==> config.mk <==
export PLATFORM = sky130hd
export DESIGN_NAME = dpll_loop_ctrl
export DESIGN_NICKNAME = d
export VERILOG_FILES = /design/src/rtl/dpll_pkg.sv /design/src/rtl/dpll_pi_filter.sv /design/src/rtl/dpll_loop_ctrl.sv
export SDC_FILE = /design/constraint.sdc
export NUM_CORES = 1
export LEC_CHECK = 0
export ABC_AREA = 1
export CAP_MARGIN = 30
export CELL_PAD_IN_SITES_DETAIL_PLACEMENT = 1
export CELL_PAD_IN_SITES_GLOBAL_PLACEMENT = 2
export CORE_MARGIN = 4
export CORE_UTILIZATION = 31
export CTS_CLUSTER_DIAMETER = 60
export DETAILED_ROUTE_END_ITERATION = 8
export PLACE_DENSITY = 0.89
export REMOVE_ABC_BUFFERS = 1
export SKIP_LAST_GASP = 1
export SYNTH_ARGS = -nofsm -noshare
export SYNTH_HDL_FRONTEND = slang
export SYNTH_SLANG_ARGS = --single-unit
==> constraint.sdc <==
create_clock -name Clock -period 2.7 [get_ports Clock]
set_input_delay 0.405 -clock Clock [delete_from_list [all_inputs] [get_ports Clock]]
set_output_delay 0.405 -clock Clock [all_outputs]
set_load 0.05 [all_outputs]
==> src/rtl/dpll_pkg.sv <==
// dpll_pkg: shared state encoding, loop defaults and saturating helper for the DPLL loop controller.
package dpll_pkg;
    localparam int N_BIT_DEF      = 8;
    localparam int CENTER_DEF     = 2048;
    localparam int LOCK_TOL_DEF   = 2;
    localparam int LOCK_COUNT_DEF = 4;

    typedef enum logic [2:0] {IDLE, WAIT, CAPTURE, INTEG, APPLY, HOLD} dpll_ctrl_state_t;

    // Clamp v into the signed range of a w-bit two's complement value.
    function automatic logic signed [63:0] sat_s(input logic signed [63:0] v, input int w);
        logic signed [63:0] hi;
        logic signed [63:0] lo;
        hi = (64'sd1 <<< (w - 1)) - 64'sd1;
        lo = -(64'sd1 <<< (w - 1));
        return v > hi ? hi : v < lo ? lo : v;
    endfunction
endpackage

==> src/rtl/dpll_pi_filter.sv <==
// dpll_pi_filter: combinational PI arithmetic producing the phase error, next integrator and clamped DCO word.
module dpll_pi_filter
    import dpll_pkg::*;
#(
    parameter int N_BIT    = N_BIT_DEF,
    parameter int CTRL_W   = 12,
    parameter int CENTER   = CENTER_DEF,
    parameter int ACC_W    = 20,
    parameter int KP_SHIFT = 2,
    parameter int KI_SHIFT = 4
) (
    input  logic [N_BIT-1:0]        diff_1,
    input  logic [N_BIT-1:0]        diff_2,
    input  logic signed [N_BIT:0]   err_q,
    input  logic signed [ACC_W-1:0] integ,
    output logic signed [N_BIT:0]   err,
    output logic signed [ACC_W-1:0] integ_next,
    output logic [CTRL_W-1:0]       dco_next
);
    localparam int SW = ACC_W + 1;
    logic signed [SW-1:0] integ_sum;
    logic signed [SW-1:0] dco_sum;
    assign err        = $signed({1'b0, diff_1}) - $signed({1'b0, diff_2});
    assign integ_sum  = SW'(integ) + SW'(err_q);
    assign integ_next = ACC_W'(sat_s(64'(integ_sum), ACC_W));
    // integ here is the value already updated by the capture step.
    assign dco_sum    = SW'(CENTER) + (SW'(err_q) <<< KP_SHIFT) + (SW'(integ) >>> KI_SHIFT);
    assign dco_next   = dco_sum < 0 ? '0 : dco_sum > SW'((1 << CTRL_W) - 1) ? '1 : dco_sum[CTRL_W-1:0];
endmodule

==> src/rtl/dpll_loop_ctrl.sv <==
// dpll_loop_ctrl: sequences PFD measurements through a PI update to the DCO word and tracks lock.
module dpll_loop_ctrl
    import dpll_pkg::*;
#(
    parameter int N_BIT      = N_BIT_DEF,
    parameter int CTRL_W     = 12,
    parameter int CENTER     = CENTER_DEF,
    parameter int ACC_W      = 20,
    parameter int KP_SHIFT   = 2,
    parameter int KI_SHIFT   = 4,
    parameter int LOCK_TOL   = LOCK_TOL_DEF,
    parameter int LOCK_COUNT = LOCK_COUNT_DEF
) (
    input  logic              Clock,
    input  logic              nReset,
    input  logic              enable,
    input  logic              pfd_ready,
    input  logic              pfd_timeout,
    input  logic [N_BIT-1:0]  pfd_diff_1,
    input  logic [N_BIT-1:0]  pfd_diff_2,
    output logic [CTRL_W-1:0] dco_word,
    output logic              update,
    output logic              locked,
    output logic              holding,
    output logic              overrun
);
    localparam int CW = $clog2(LOCK_COUNT + 1);
    dpll_ctrl_state_t        state;
    logic                    ready_q;
    logic                    sample;
    logic                    in_tol;
    logic signed [N_BIT:0]   err;
    logic signed [N_BIT:0]   err_q;
    logic [N_BIT:0]          err_abs;
    logic signed [ACC_W-1:0] integ;
    logic signed [ACC_W-1:0] integ_next;
    logic [CTRL_W-1:0]       dco_next;
    logic [CW-1:0]           lock_cnt;

    dpll_pi_filter #(
        .N_BIT(N_BIT), .CTRL_W(CTRL_W), .CENTER(CENTER),
        .ACC_W(ACC_W), .KP_SHIFT(KP_SHIFT), .KI_SHIFT(KI_SHIFT)
    ) u_pi (
        .diff_1(pfd_diff_1), .diff_2(pfd_diff_2), .err_q(err_q), .integ(integ),
        .err(err), .integ_next(integ_next), .dco_next(dco_next)
    );

    assign sample  = pfd_ready && !ready_q;
    assign err_abs = err_q < 0 ? $unsigned(-err_q) : $unsigned(err_q);
    assign in_tol  = err_abs <= (N_BIT + 1)'(LOCK_TOL);

    always_ff @(posedge Clock or negedge nReset) begin
        if (!nReset) begin
            state    <= IDLE;
            ready_q  <= 1'b0;
            err_q    <= '0;
            integ    <= '0;
            lock_cnt <= '0;
            dco_word <= CTRL_W'(CENTER);
            update   <= 1'b0;
            locked   <= 1'b0;
            holding  <= 1'b0;
            overrun  <= 1'b0;
        end else begin
            ready_q <= pfd_ready;
            update  <= 1'b0;
            overrun <= 1'b0;
            if (!enable) begin
                state    <= IDLE;
                integ    <= '0;
                lock_cnt <= '0;
                dco_word <= CTRL_W'(CENTER);
                locked   <= 1'b0;
                holding  <= 1'b0;
            end else begin
                case (state)
                    IDLE: state <= WAIT;
                    WAIT: begin
                        if (pfd_timeout) begin
                            state    <= HOLD;
                            holding  <= 1'b1;
                            locked   <= 1'b0;
                            lock_cnt <= '0;
                        end else if (sample) begin
                            err_q <= err;
                            state <= CAPTURE;
                        end
                    end
                    CAPTURE: begin
                        integ    <= integ_next;
                        lock_cnt <= !in_tol ? '0 : lock_cnt == CW'(LOCK_COUNT) ? lock_cnt : lock_cnt + CW'(1);
                        if (!in_tol) locked <= 1'b0;
                        overrun  <= sample;
                        state    <= INTEG;
                    end
                    INTEG: begin
                        dco_word <= dco_next;
                        update   <= 1'b1;
                        if (lock_cnt == CW'(LOCK_COUNT)) locked <= 1'b1;
                        overrun  <= sample;
                        state    <= APPLY;
                    end
                    APPLY: begin
                        overrun <= sample;
                        state   <= WAIT;
                    end
                    HOLD: begin
                        overrun <= sample;
                        if (!pfd_timeout) begin
                            state   <= WAIT;
                            holding <= 1'b0;
                        end
                    end
                    default: state <= IDLE;
                endcase
            end
        end
    end
endmodule

==> results of run 1 <==
## metal layers
layer | track usage (%) | vias to the layer above | wire, µm | share of wire (%)
met4 | 3.49 | 0 | 149 | 1.0
met3 | 2.11 | 10 | 230 | 1.6
li1 | - | 2383 | - | -
met5 | 0 | - | 0 | 0
met1 | 21.7 | 2263 | 6740 | 46
met2 | 30.3 | 38 | 7410 | 51
## logic make-up (layout without fill, tap and decap cells)
| kind of cell | Yosys count | count (layout) | synth area share (%) |
|---|---|---|---|
| AO/OA/AOI/OAI | 102 | 102 | 11.6 |
| XOR/XNOR | 23 | 23 | 4.15 |
| adder cells (fa/ha/maj) | 61 | 61 | 16.8 |
| buffers and inverters | 117 | 183 | 9.60 |
| flip-flops | 52 | 52 | 26.8 |
| AND/OR/NAND/NOR | 342 | 343 | 31.1 |
## flip-flops by register name (all words and copies together) (netlist names)
| register | flops |
|---|---|
| state | 3 |
| err_q | 9 |
| integ | 20 |
| dco_word | 12 |
| update | 1 |
| lock_cnt | 3 |
| locked | 1 |
| holding | 1 |
| ready_q | 1 |
| overrun | 1 |
## power by group
part | internal (µW) | leakage, µW | total [µW] | switching, µW
clock network | 353 | 0.0000719 | 687 | 334
logic | 1320 | 0.00241 | 3540 | 2220
registers | 922 | 0.000694 | 1080 | 155
## Yosys cell counts, types with 2 or more instances
master and number:
ha_1 54, o211ai_1 2, nand3_1 44, o22ai_1 4, o31ai_1 2, nor3_2 3, xor2_1 14, nor2_2 5
inv_1 107, fa_1 7, o21ai_1 7, xnor2_1 9, nor2_1 34, o21bai_1 2, inv_2 2, nor3_1 9
clkbuf_1 4, nand2_1 219, nor2_4 3, a21oi_1 38, o21ai_0 35, nand2_2 8, buf_6 2, a21boi_0 2
nand2_4 2, a21o_1 3, dfrtp_1 51, nand4_1 9, o21a_1 2
## worst register-to-register path, delay by kind of cell, from the launching register on
family | cells | cell delay (ps)
AO/OA/AOI/OAI | 3 | 430
adder cells (fa/ha/maj) | 2 | 860
buffers and inverters | 2 | 310
flip-flops | 1 | 440
AND/OR/NAND/NOR | 6 | 470
## layout make-up
cell class                 count  area [µm²]
timing repair buffer          66         606
clock inverter                 3        27.5
tap                          211         264
clock buffer                   5         125
fill                        1938        9340
sequential                    52        1310
inverter                     109         409
multi-input combinational    529        3180
## per-stage QoR
stage / cell area, µm² / total power, µW / util (%) / setup TNS, ps
6_report: 5920 / 5300 / 38.8 / 0
3_3_place_gp: 5610 / 4320 / 36.8 / 0
3_5_place_dp: 5610 / 4410 / 36.8 / -17.0
4_1_cts: 5770 / 5140 / 37.8 / 0
2_1_floorplan: 4800 / 3340 / - / 0
5_1_grt: 5920 / 5810 / 38.8 / -14.9
## worst max-delay path by stage
stage                  start            to  slack [ps]  depth (start not counted)
2_1_floorplan       err_q[8]   dco_word[0]          60                         13
3_3_place_gp   pfd_diff_1[0]      err_q[8]           6                         12
3_5_place_dp        err_q[1]   dco_word[0]         -10                         13
4_1_cts             err_q[8]   dco_word[0]          20                         12
5_1_grt             err_q[8]   dco_word[1]          -9                         12
6_report            err_q[8]  dco_word[11]         120                         13
## cell usage in the layout (no fill, tap or decap), drive strengths merged, types with 3 or more instances in the layout
cell type / instances
o22ai: 4
nand4: 9
clkdlybuf4s50: 35
a21oi: 38
a21o: 3
xor2: 14
nor3: 12
fa: 7
nor2: 44
clkbuf: 5
buf: 31
o21ai: 43
dfrtp: 51
ha: 54
nand2: 229
xnor2: 9
nand3: 45
inv: 110
## what timing repair did
| action | CTS | global route |
|---|---|---|
| endpoints found under the setup margin | 3 | 30 |
| hold endpoints to repair | 0 | 0 |
| pin swaps | 0 | 4 |
| gates resized for setup | 3 | 25 |
| setup buffers | 0 | 5 |
| cloned | 0 | 1 |
==> run summary, run 1 <==
Die extent in x: 133 µm
Synth cell types: 43
Min Hold Slack: 129 ps
Pre-CTS setup slack: -14.6 ps
Grt ovf: 0
Mean cell area of the mapped netlist: 6.97 µm²
Crit path arrival time: 2820 ps
Area growth syn-to-layout: 21.8%
Max-slew violation count: 0
Clock transition at path regs: 80 ps
PwrDens: 896 nW/µm²
NumNets Final: 845
EDFF count, synth: 0
CP startpoint kind: flip-flop
Layout cells sized above 1: 12.0%
Die Area: 17700 µm²
Crit end category: flip-flop
Via density: 4.81
First-pass DRT Iterations: 4
Vias in the first global route: 5065
DR WL/cell: 14.9 µm
Die Span Y: 133 µm
Status: complete, no violations
Iter 0 DRT Violations: 166
Non-Filler Instances: 975
CP delay by family, top: adder cells
Fin crit period: 2580 ps
Period utilization: 95.7%
Max incr delay on CP: 650 ps
GRT Total Usage: 16.8%
Cell chain of the critical path: buf_4 > ha_2 > fa_2 > nand2_2 > o21a_1 > o21ai_0 > nand3_1 > nand2_2 > nor2_4 > buf_4 > nand3_1 > nand2_1 > a21oi_1
Total routed wirelength: 14500 µm
Total of max-cap violations: 0
Gate Count Post-Synth: 697
Min-delay worst type: input port to asynchronous set/reset pin
Detailed placer's ending HPWL: 12000 µm
Drt drc: 0
Fin Clk Skew: 4.70 ps
Largest net degree at the start of global routing: 28
Final setup margin: 117 ps
First-pass GRT wire length: 24700 µm
H-tree levels: 2
CTS Hold Bufs: 0
Predominant post-synthesis flop cell: dfrtp_1
Crit-path max FO: 5
FF-to-FF path depth: 13
I/O Buffers: 36
Critical path's slowest cell: fa_2
R2r endpoint: dco_word[11]
Inst Count DP: 961
# diodes: 0
Netlist Area Pre-Place: 4860 µm²
Sequential fraction of the synthesis area: 26.8%
Num ports: 37
Worst skew pair latency: 310 ps
Root Driver: clkbuf_16
Maximum clock insertion buffer count: 2
Final hold violations: 0
Clock sink count: 52
CP Class: flip-flop to flip-flop
Initial antenna violation count: 0
Synth area leader: dfrtp_1
Worst EP required: 2940 ps
Synth area leaders: dfrtp_1 (26%), nand2_1 (17%), ha_1 (14%)
Final setup viols: 0
CP Buf/Inv Count: 2
Static Leakage: 0.00318 µW
Synth Register Bits: 52
Row cnt: 45
R2R setup slack: 120 ps
Starting density of the core: 31.8%
Worst-margin pin slew: 671 ps
Peak VDD IR: 0.000338 V
Yosys top cell area share: 26.3%
CTS tree: yes
Yosys warnings: 0
CTS buffer count: 5
Max Clock Freq: 387 MHz
Core area: 15300 µm²
Via count: 4694
Placer congestion estimate: 0.896
Antenna Nets Post-Route: 0
Rel. slew slack: 55.3%
Asr flop ratio synth: 100%
Worst R2R Start: err_q[8]
Power figures use the tool's default switching activity.
==> inputs of run 2 (changes only) <==
--- a/config.mk
+++ b/config.mk
@@ -10,10 +10,10 @@
 export CELL_PAD_IN_SITES_DETAIL_PLACEMENT = 1
 export CELL_PAD_IN_SITES_GLOBAL_PLACEMENT = 2
 export CORE_MARGIN = 4
-export CORE_UTILIZATION = 31
+export CORE_UTILIZATION = 37
 export CTS_CLUSTER_DIAMETER = 60
 export DETAILED_ROUTE_END_ITERATION = 8
-export PLACE_DENSITY = 0.89
+export PLACE_DENSITY = 0.95
 export REMOVE_ABC_BUFFERS = 1
 export SKIP_LAST_GASP = 1
 export SYNTH_ARGS = -nofsm -noshare
==> constraint.sdc (replaced) <==
create_clock -name Clock -period 2.99 [get_ports Clock]
set_input_delay 0.4485 -clock Clock [delete_from_list [all_inputs] [get_ports Clock]]
set_output_delay 0.4485 -clock Clock [all_outputs]
set_load 0.05 [all_outputs]
==> run 2 against run 1 <==
  * The run now ends with negative hold slack left
  * Die area decreased by 15%
  * Count of clock-buffer cells in the layout unchanged
  * Flip-flop and latch count unchanged
  * Via count decreased by 1.1%
  * Combinational power decreased by 19%
  * Clock power decreased by 12%
  * First-iteration DRC count increased by 51%
  * Final area decreased by 5.1%
  * Core utilization increased by 5.4 points
  * Total power decreased by 16%
  * Highest routed layer unchanged
==> run summary, run 2 (synthesis gave the netlist of run 1 again) <==
Status: complete, but fails checks
Violated checks: negative hold slack
PwrDens: 797 nW/µm² (-11%)
# diodes: 0 (unchanged)
Commonest non-fill, non-tap cell in the layout: nand2_1
Antenna Nets Post-Route: 0 (unchanged)
Fin Clk Skew: 4.69 ps (-0.0137 ps)
R2R setup slack: 290 ps (+180 ps)
GRT Total Usage: 19.9% (+3.1 points)
Unrepaired setup endpoints after global routing: false
Num ports: 37 (unchanged)
Largest reg by FF count: integ
H-tree levels: 2 (unchanged)
Layout cells sized above 1: 6.87% (-5.2 points)
Largest net degree at the start of global routing: 26 (-7.1%)
Final setup viols: 0 (unchanged)
Maximum clock insertion buffer count: 2 (unchanged)
Total negative setup slack: 0 ps (unchanged)
Tot Pwr: 4470 µW (-16%)
Core area: 12700 µm² (-17%)
Die extent in x: 123 µm (-8.0%)
Area growth syn-to-layout: 15.5%
FF-to-FF path depth: 13 (unchanged)
Drt drc: 0 (unchanged)
Worst skew pair latency: 300 ps (about the same)
Max Clock Freq: 371 MHz (-4.2%)
Crit-path max FO: 9 (+4)
CTS buffer count: 5 (unchanged)
Iter 0 DRT Violations: 250 (+51%)
Vias in the first global route: 4929 (-2.7%)
Crit path from: err_q[8]
I/O Buffers: 36 (unchanged)
Most frequent cells in the layout: nand2_1 (219), inv_1 (107), ha_1 (52)
Grt ovf: 0 (unchanged)
Crit path arrival time: 2890 ps (+70 ps)
R2r endpoint: dco_word[2]
Die Area: 15000 µm² (-15%)
DR WL/cell: 15.8 µm (+5.8%)
CP startpoint kind: flip-flop
Rel. slew slack: 65.9% (+11 points)
Top flop regs: integ: 20 flops, dco_word: 12 flops, err_q: 9 flops
Worst-margin pin slew: 511 ps (-160 ps)
Placer congestion estimate: 0.955 (+6.7%)
Max reg flops: 20 (unchanged)
Via count: 4641 (-1.1%)
NumNets Final: 823 (-2.6%)
First-pass GRT wire length: 23700 µm (-3.7%)
Max-slew violation count: 0 (unchanged)
Total of max-cap violations: 0 (unchanged)
Die Span Y: 123 µm (-8.0%)
Final hold violations: 6 (+6)
Initial antenna violation count: 0 (unchanged)
First-pass DRT Iterations: 4 (unchanged)
Starting density of the core: 38.2% (+6.3 points)
Total routed wirelength: 14400 µm (-0.79%)
Min-delay worst type: input port to asynchronous set/reset pin
CTS tree: yes
Worst EP required: 3180 ps (+240 ps)
Period utilization: 90.2% (-5.5 points)
Clock transition at path regs: 70 ps (about the same)
Setup Fix Bufs, Post-CTS: 0 (unchanged)
Min Hold Slack: -3.37 ps (-133 ps)
Fin crit period: 2700 ps (+113 ps)
Root Driver: clkbuf_16
Crit end category: flip-flop
Row cnt: 41 (-8.9%)
Worst R2R Start: err_q[8]
Static Leakage: 0.00305 µW (-4.1%)
CP Capture Point: dco_word[2]
Clock sink count: 52 (unchanged)
Via density: 5.08 (+5.5%)
CP Class: flip-flop to flip-flop
Peak VDD IR: 0.000332 V (-1.9%)
Detailed placer's ending HPWL: 12000 µm (-0.46%)
[run 2: timing repair]
action,CTS,global route
setup endpoints to repair,0,11
hold buffers,0,0
resized for setup,0,6
[run 2: through the flow]
stage | cells | cell area [µm²] | utilization (%) | setup WS [ps] | hold WS (ps)
final | 914 | 5610 | 44.1 | 294 | -3.37
after CTS | 914 | 5590 | 43.9 | 117 | 4.26
after detailed placement | 906 | 5440 | 42.8 | 138 | 333
after global placement | 906 | 5440 | 42.8 | 208 | 327
after global routing | 914 | 5610 | 44.1 | 14.2 | 3.44
after floorplan | 689 | 4800 | - | 351 | 153
[run 2: worst max-delay path, stage by stage, from the launching register on]
cell	delay, ps
dfrtp_1	430
buf_4	190
ha_2	210
fa_1	520
inv_1	100
o21ai_0	100
a21oi_1	210
nand2_1	100
nand2_1	70
nand2_1	60
nor2_2	180
nand2_2	140
o21ai_0	180
nand2_1	70
[run 2: final cells by class]
class | instances | area (µm²)
inverter | 109 | 409
clock inverter | 3 | 21.3
tap | 172 | 215
clock buffer | 5 | 125
sequential | 52 | 1300
multi-input combinational | 528 | 3120
timing repair buffer | 45 | 423
fill | 1672 | 7110
[run 2: per-layer routing]
layer	vias up	part of all wire, %	routed length (µm)	global-route usage, %
met1	2238	45	6470	25.4
li1	2328	-	-	-
met3	15	3.5	505	2.58
met2	60	50	7260	35.9
met4	0	1.3	186	4.13
met5	-	0	0	0
[run 2: worst min path at each step]
stage,startpoint,to,slack [ps]
floorplan,nReset,dco_word[0],150
global placement,nReset,dco_word[6],330
detailed placement,nReset,dco_word[6],330
CTS,nReset,dco_word[6],4
global route,nReset,dco_word[6],3
finish,nReset,integ[17],-3
[run 2: where the power goes]
group / leakage [µW] / switching (µW) / internal, µW / total (µW)
sequential: 0.000699 / 172 / 827 / 999
combinational: 0.00228 / 1880 / 992 / 2870
clock: 0.0000702 / 290 / 313 / 603
total: 0.00305 / 2340 / 2130 / 4470
==> inputs of run 3 (changes only) <==
--- a/config.mk
+++ b/config.mk
@@ -13,9 +13,10 @@
 export CORE_UTILIZATION = 37
 export CTS_CLUSTER_DIAMETER = 60
 export DETAILED_ROUTE_END_ITERATION = 8
-export PLACE_DENSITY = 0.95
+export PLACE_DENSITY = 0.93
 export REMOVE_ABC_BUFFERS = 1
 export SKIP_LAST_GASP = 1
 export SYNTH_ARGS = -nofsm -noshare
 export SYNTH_HDL_FRONTEND = slang
+export SYNTH_HIERARCHICAL = 1
 export SYNTH_SLANG_ARGS = --single-unit
==> run 3 against run 2 <==
  * The run now ends clean
  * Maximum frequency down 3.1%
  * Synthesized area up 6.8%
  * Setup slack worse by 87 ps
  * Synthesized cell count up 9.5%
  * Largest cell class unchanged
==> run summary, run 3 <==
Status: complete, no violations
Placer congestion estimate: 0.930 (-2.7%)
Dpl cell area: 5790 µm² (+6.3%)
Asr flop ratio synth: 100% (unchanged)
Maximum clock insertion buffer count: 2 (unchanged)
PwrDens: 717 nW/µm² (-10%)
CTS buffer count: 5 (unchanged)
Fin crit period: 2780 ps (+86.6 ps)
Initial antenna violation count: 0 (unchanged)
# diodes: 0 (unchanged)
Max incr delay on CP: 480 ps (-40 ps)
R2R setup slack: 210 ps (-90 ps)
Max Clock Freq: 359 MHz (-3.1%)
Via count: 4964 (+7.0%)
EDFF count, synth: 0 (unchanged)
GRT Total Usage: 19.5% (-0.45 points)
DR WL/cell: 15.5 µm (-1.9%)
Inst Count DP: 979 (+8.1%)
Total routed wirelength: 15300 µm (+6.0%)
Clock transition at path regs: 70 ps (about the same)
Area growth syn-to-layout: 15.3%
Die Span Y: 126 µm (+3.1%)
I/O Buffers: 36 (unchanged)
FF-to-FF path depth: 16 (+3)
Die extent in x: 126 µm (+3.1%)
CP Buf/Inv Count: 5 (+3)
First-pass DRT Iterations: 4 (unchanged)
CTS Hold Bufs: 0 (unchanged)
Cell chain of the critical path: buf_6 > ha_1 > inv_1 > fa_2 > inv_1 > nand2_1 > nor2_2 > nand3_2 > nand4_1 > nand2_1 > nor2_1 > buf_4 > nand3_1 > nand2_1 > inv_1 > a22o_1
Iter 0 DRT Violations: 171 (-32%)
Synth cell types: 41 (-4.7%)
Rel. slew slack: 48.2% (-18 points)
Period utilization: 93.1% (+2.9 points)
Predominant post-synthesis flop cell: dfrtp_1
Drt drc: 0 (unchanged)
Via density: 5.02 (-1.1%)
R2r endpoint: dco_word[6]
CP Class: flip-flop to flip-flop
Die Area: 16000 µm² (+6.3%)
Final non-filler cell area: 5980 µm² (+6.6%)
Final hold violations: 0 (-6)
Setup Fix Bufs, Post-CTS: 0 (unchanged)
Min Hold Slack: 221 ps (+225 ps)
Synth area leader: dfrtp_1
Count leader, synth: nand2_1
Yosys warnings: 6 (+6)
Peak VDD IR: 0.000234 V (-29%)
Detailed placer's ending HPWL: 12600 µm (+5.0%)
Max-slew violation count: 0 (unchanged)
Clock sink count: 52 (unchanged)
Core area: 13800 µm² (+8.7%)
Grt ovf: 0 (unchanged)
H-tree levels: 2 (unchanged)
Min-delay worst type: input port to asynchronous set/reset pin
Synth Register Bits: 52 (unchanged)
Most frequent cells in the layout: nand2_1 (250), inv_1 (105), nand3_1 (64)
Most frequent cells after synthesis: nand2_1 (250), inv_1 (105), nand3_1 (66)
Final setup viols: 0 (unchanged)
Static Leakage: 0.00337 µW (+11%)
Crit path arrival time: 2970 ps (+80 ps)
CP startpoint kind: flip-flop
Root Driver: clkbuf_16
Filler instances: 1801 (+7.7%)
Total of max-cap violations: 0 (unchanged)
Largest reg by FF count: integ
Layout cells sized above 1: 8.66% (+1.8 points)
CTS tree: yes
Yosys top cell area share: 24.6% (-1.7 points)
First-pass GRT wire length: 25600 µm (+7.8%)
Largest net degree at the start of global routing: 34 (+31%)
Synth area leaders: dfrtp_1 (25%), nand2_1 (18%), ha_1 (13%)
NumNets Final: 890 (+8.1%)
Unrepaired setup endpoints after global routing: false
Worst R2R Start: err_q[8]
Vias in the first global route: 5123 (+3.9%)
CP delay by family, top: simple AND/OR/NAND/NOR gates
Commonest non-fill, non-tap cell in the layout: nand2_1
Critical path's slowest cell: fa_2
Fin Clk Skew: 6.17 ps (+1.49 ps)
Tot Pwr: 4290 µW (-4.1%)
Worst-margin pin slew: 777 ps (+266 ps)
Non-Filler Instances: 988 (+8.1%)
Crit end category: flip-flop
Max reg flops: 20 (unchanged)
Sequential fraction of the synthesis area: 25.1% (-1.7 points)
Netlist Area Pre-Place: 5190 µm² (+6.8%)
Starting density of the core: 37.5% (-0.66 points)
Antenna Nets Post-Route: 0 (unchanged)
Top flop regs: integ: 20 flops, dco_word: 12 flops, err_q: 9 flops
Crit-path max FO: 16 (+7)
Worst skew pair latency: 300 ps (about the same)
Row cnt: 43 (+4.9%)
Gate Count Post-Synth: 763 (+9.5%)
Mean cell area of the mapped netlist: 6.80 µm² (-2.4%)
Worst EP required: 3180 ps (about the same)
Num ports: 37 (unchanged)
run 3: changes by cell type in the layout (fill, tap and decap cells not counted), moves of 11 or more:
cell	delta
a22o_1	+11
nand3_1	+20
o21ai_0	-20
nor2_1	+11
nand2_1	+31
run 3: repair_timing:
item                                    4_1_cts  5_1_grt
endpoints found under the setup margin        0       14
hold endpoints to repair                      0        0
gates resized for setup                       0       10
run 3: final cells by class:
class | count | area [µm²] | area share (%)
clock buffer | 6 | 129 | 2.15
clock inverter | 2 | 16.3 | 0.272
inverter | 113 | 425 | 7.11
multi-input combinational | 583 | 3400 | 56.9
sequential | 52 | 1300 | 21.8
tap | 180 | 225 | 3.76
timing repair buffer | 52 | 479 | 8.01
run 3: worst max-delay path by stage:
stage	end	start	depth (start not counted)	slack, ps
global route	dco_word[3]	err_q[8]	16	20
detailed placement	dco_word[6]	err_q[8]	16	100
floorplan	dco_word[0]	err_q[8]	15	-90
finish	dco_word[6]	err_q[8]	16	210
CTS	dco_word[6]	err_q[8]	16	50
global placement	dco_word[2]	err_q[8]	15	200
run 3: kinds of logic after synthesis:
kind of cell | synth area share, %
flip-flops | 25.1
XOR/XNOR | 5.38
adder cells (fa/ha/maj) | 16.0
buffers and inverters | 10.2
AO/OA/AOI/OAI | 8.75
AND/OR/NAND/NOR | 34.6
run 3: stage by stage:
step	utilization (%)	setup WS, ps	setup TNS, ps
detailed placement	41.8	99.7	0
CTS	42.9	54.1	0
floorplan	-	-91.6	-1020
global placement	41.8	204	0
finish	43.3	208	0
global route	43.3	22.9	0
run 3: routing by layer:
| layer | track usage (%) | routed length, µm | up-vias |
|---|---|---|---|
| li1 | - | - | 2516 |
| met1 | 24.6 | 6930 | 2378 |
| met2 | 35.4 | 7750 | 53 |
| met3 | 2.27 | 325 | 17 |
| met4 | 4.48 | 279 | 0 |
| met5 | 0 | 0 | - |
run 3: worst register-to-register path: stages, from the launching register on:
cell     delay, ps
dfrtp_1        400
buf_6          170
ha_1           220
inv_1          100
fa_2           480
inv_1          100
nand2_1         80
nor2_2         130
nand3_2        110
nand4_1        110
nand2_1         60
nor2_1          90
buf_4          190
nand3_1         90
nand2_1         60
inv_1           40
a22o_1         220
run 3: report_power, final:
part / internal (µW) / switching, µW
clock network: 313 / 281
registers: 811 / 127
logic: 961 / 1800
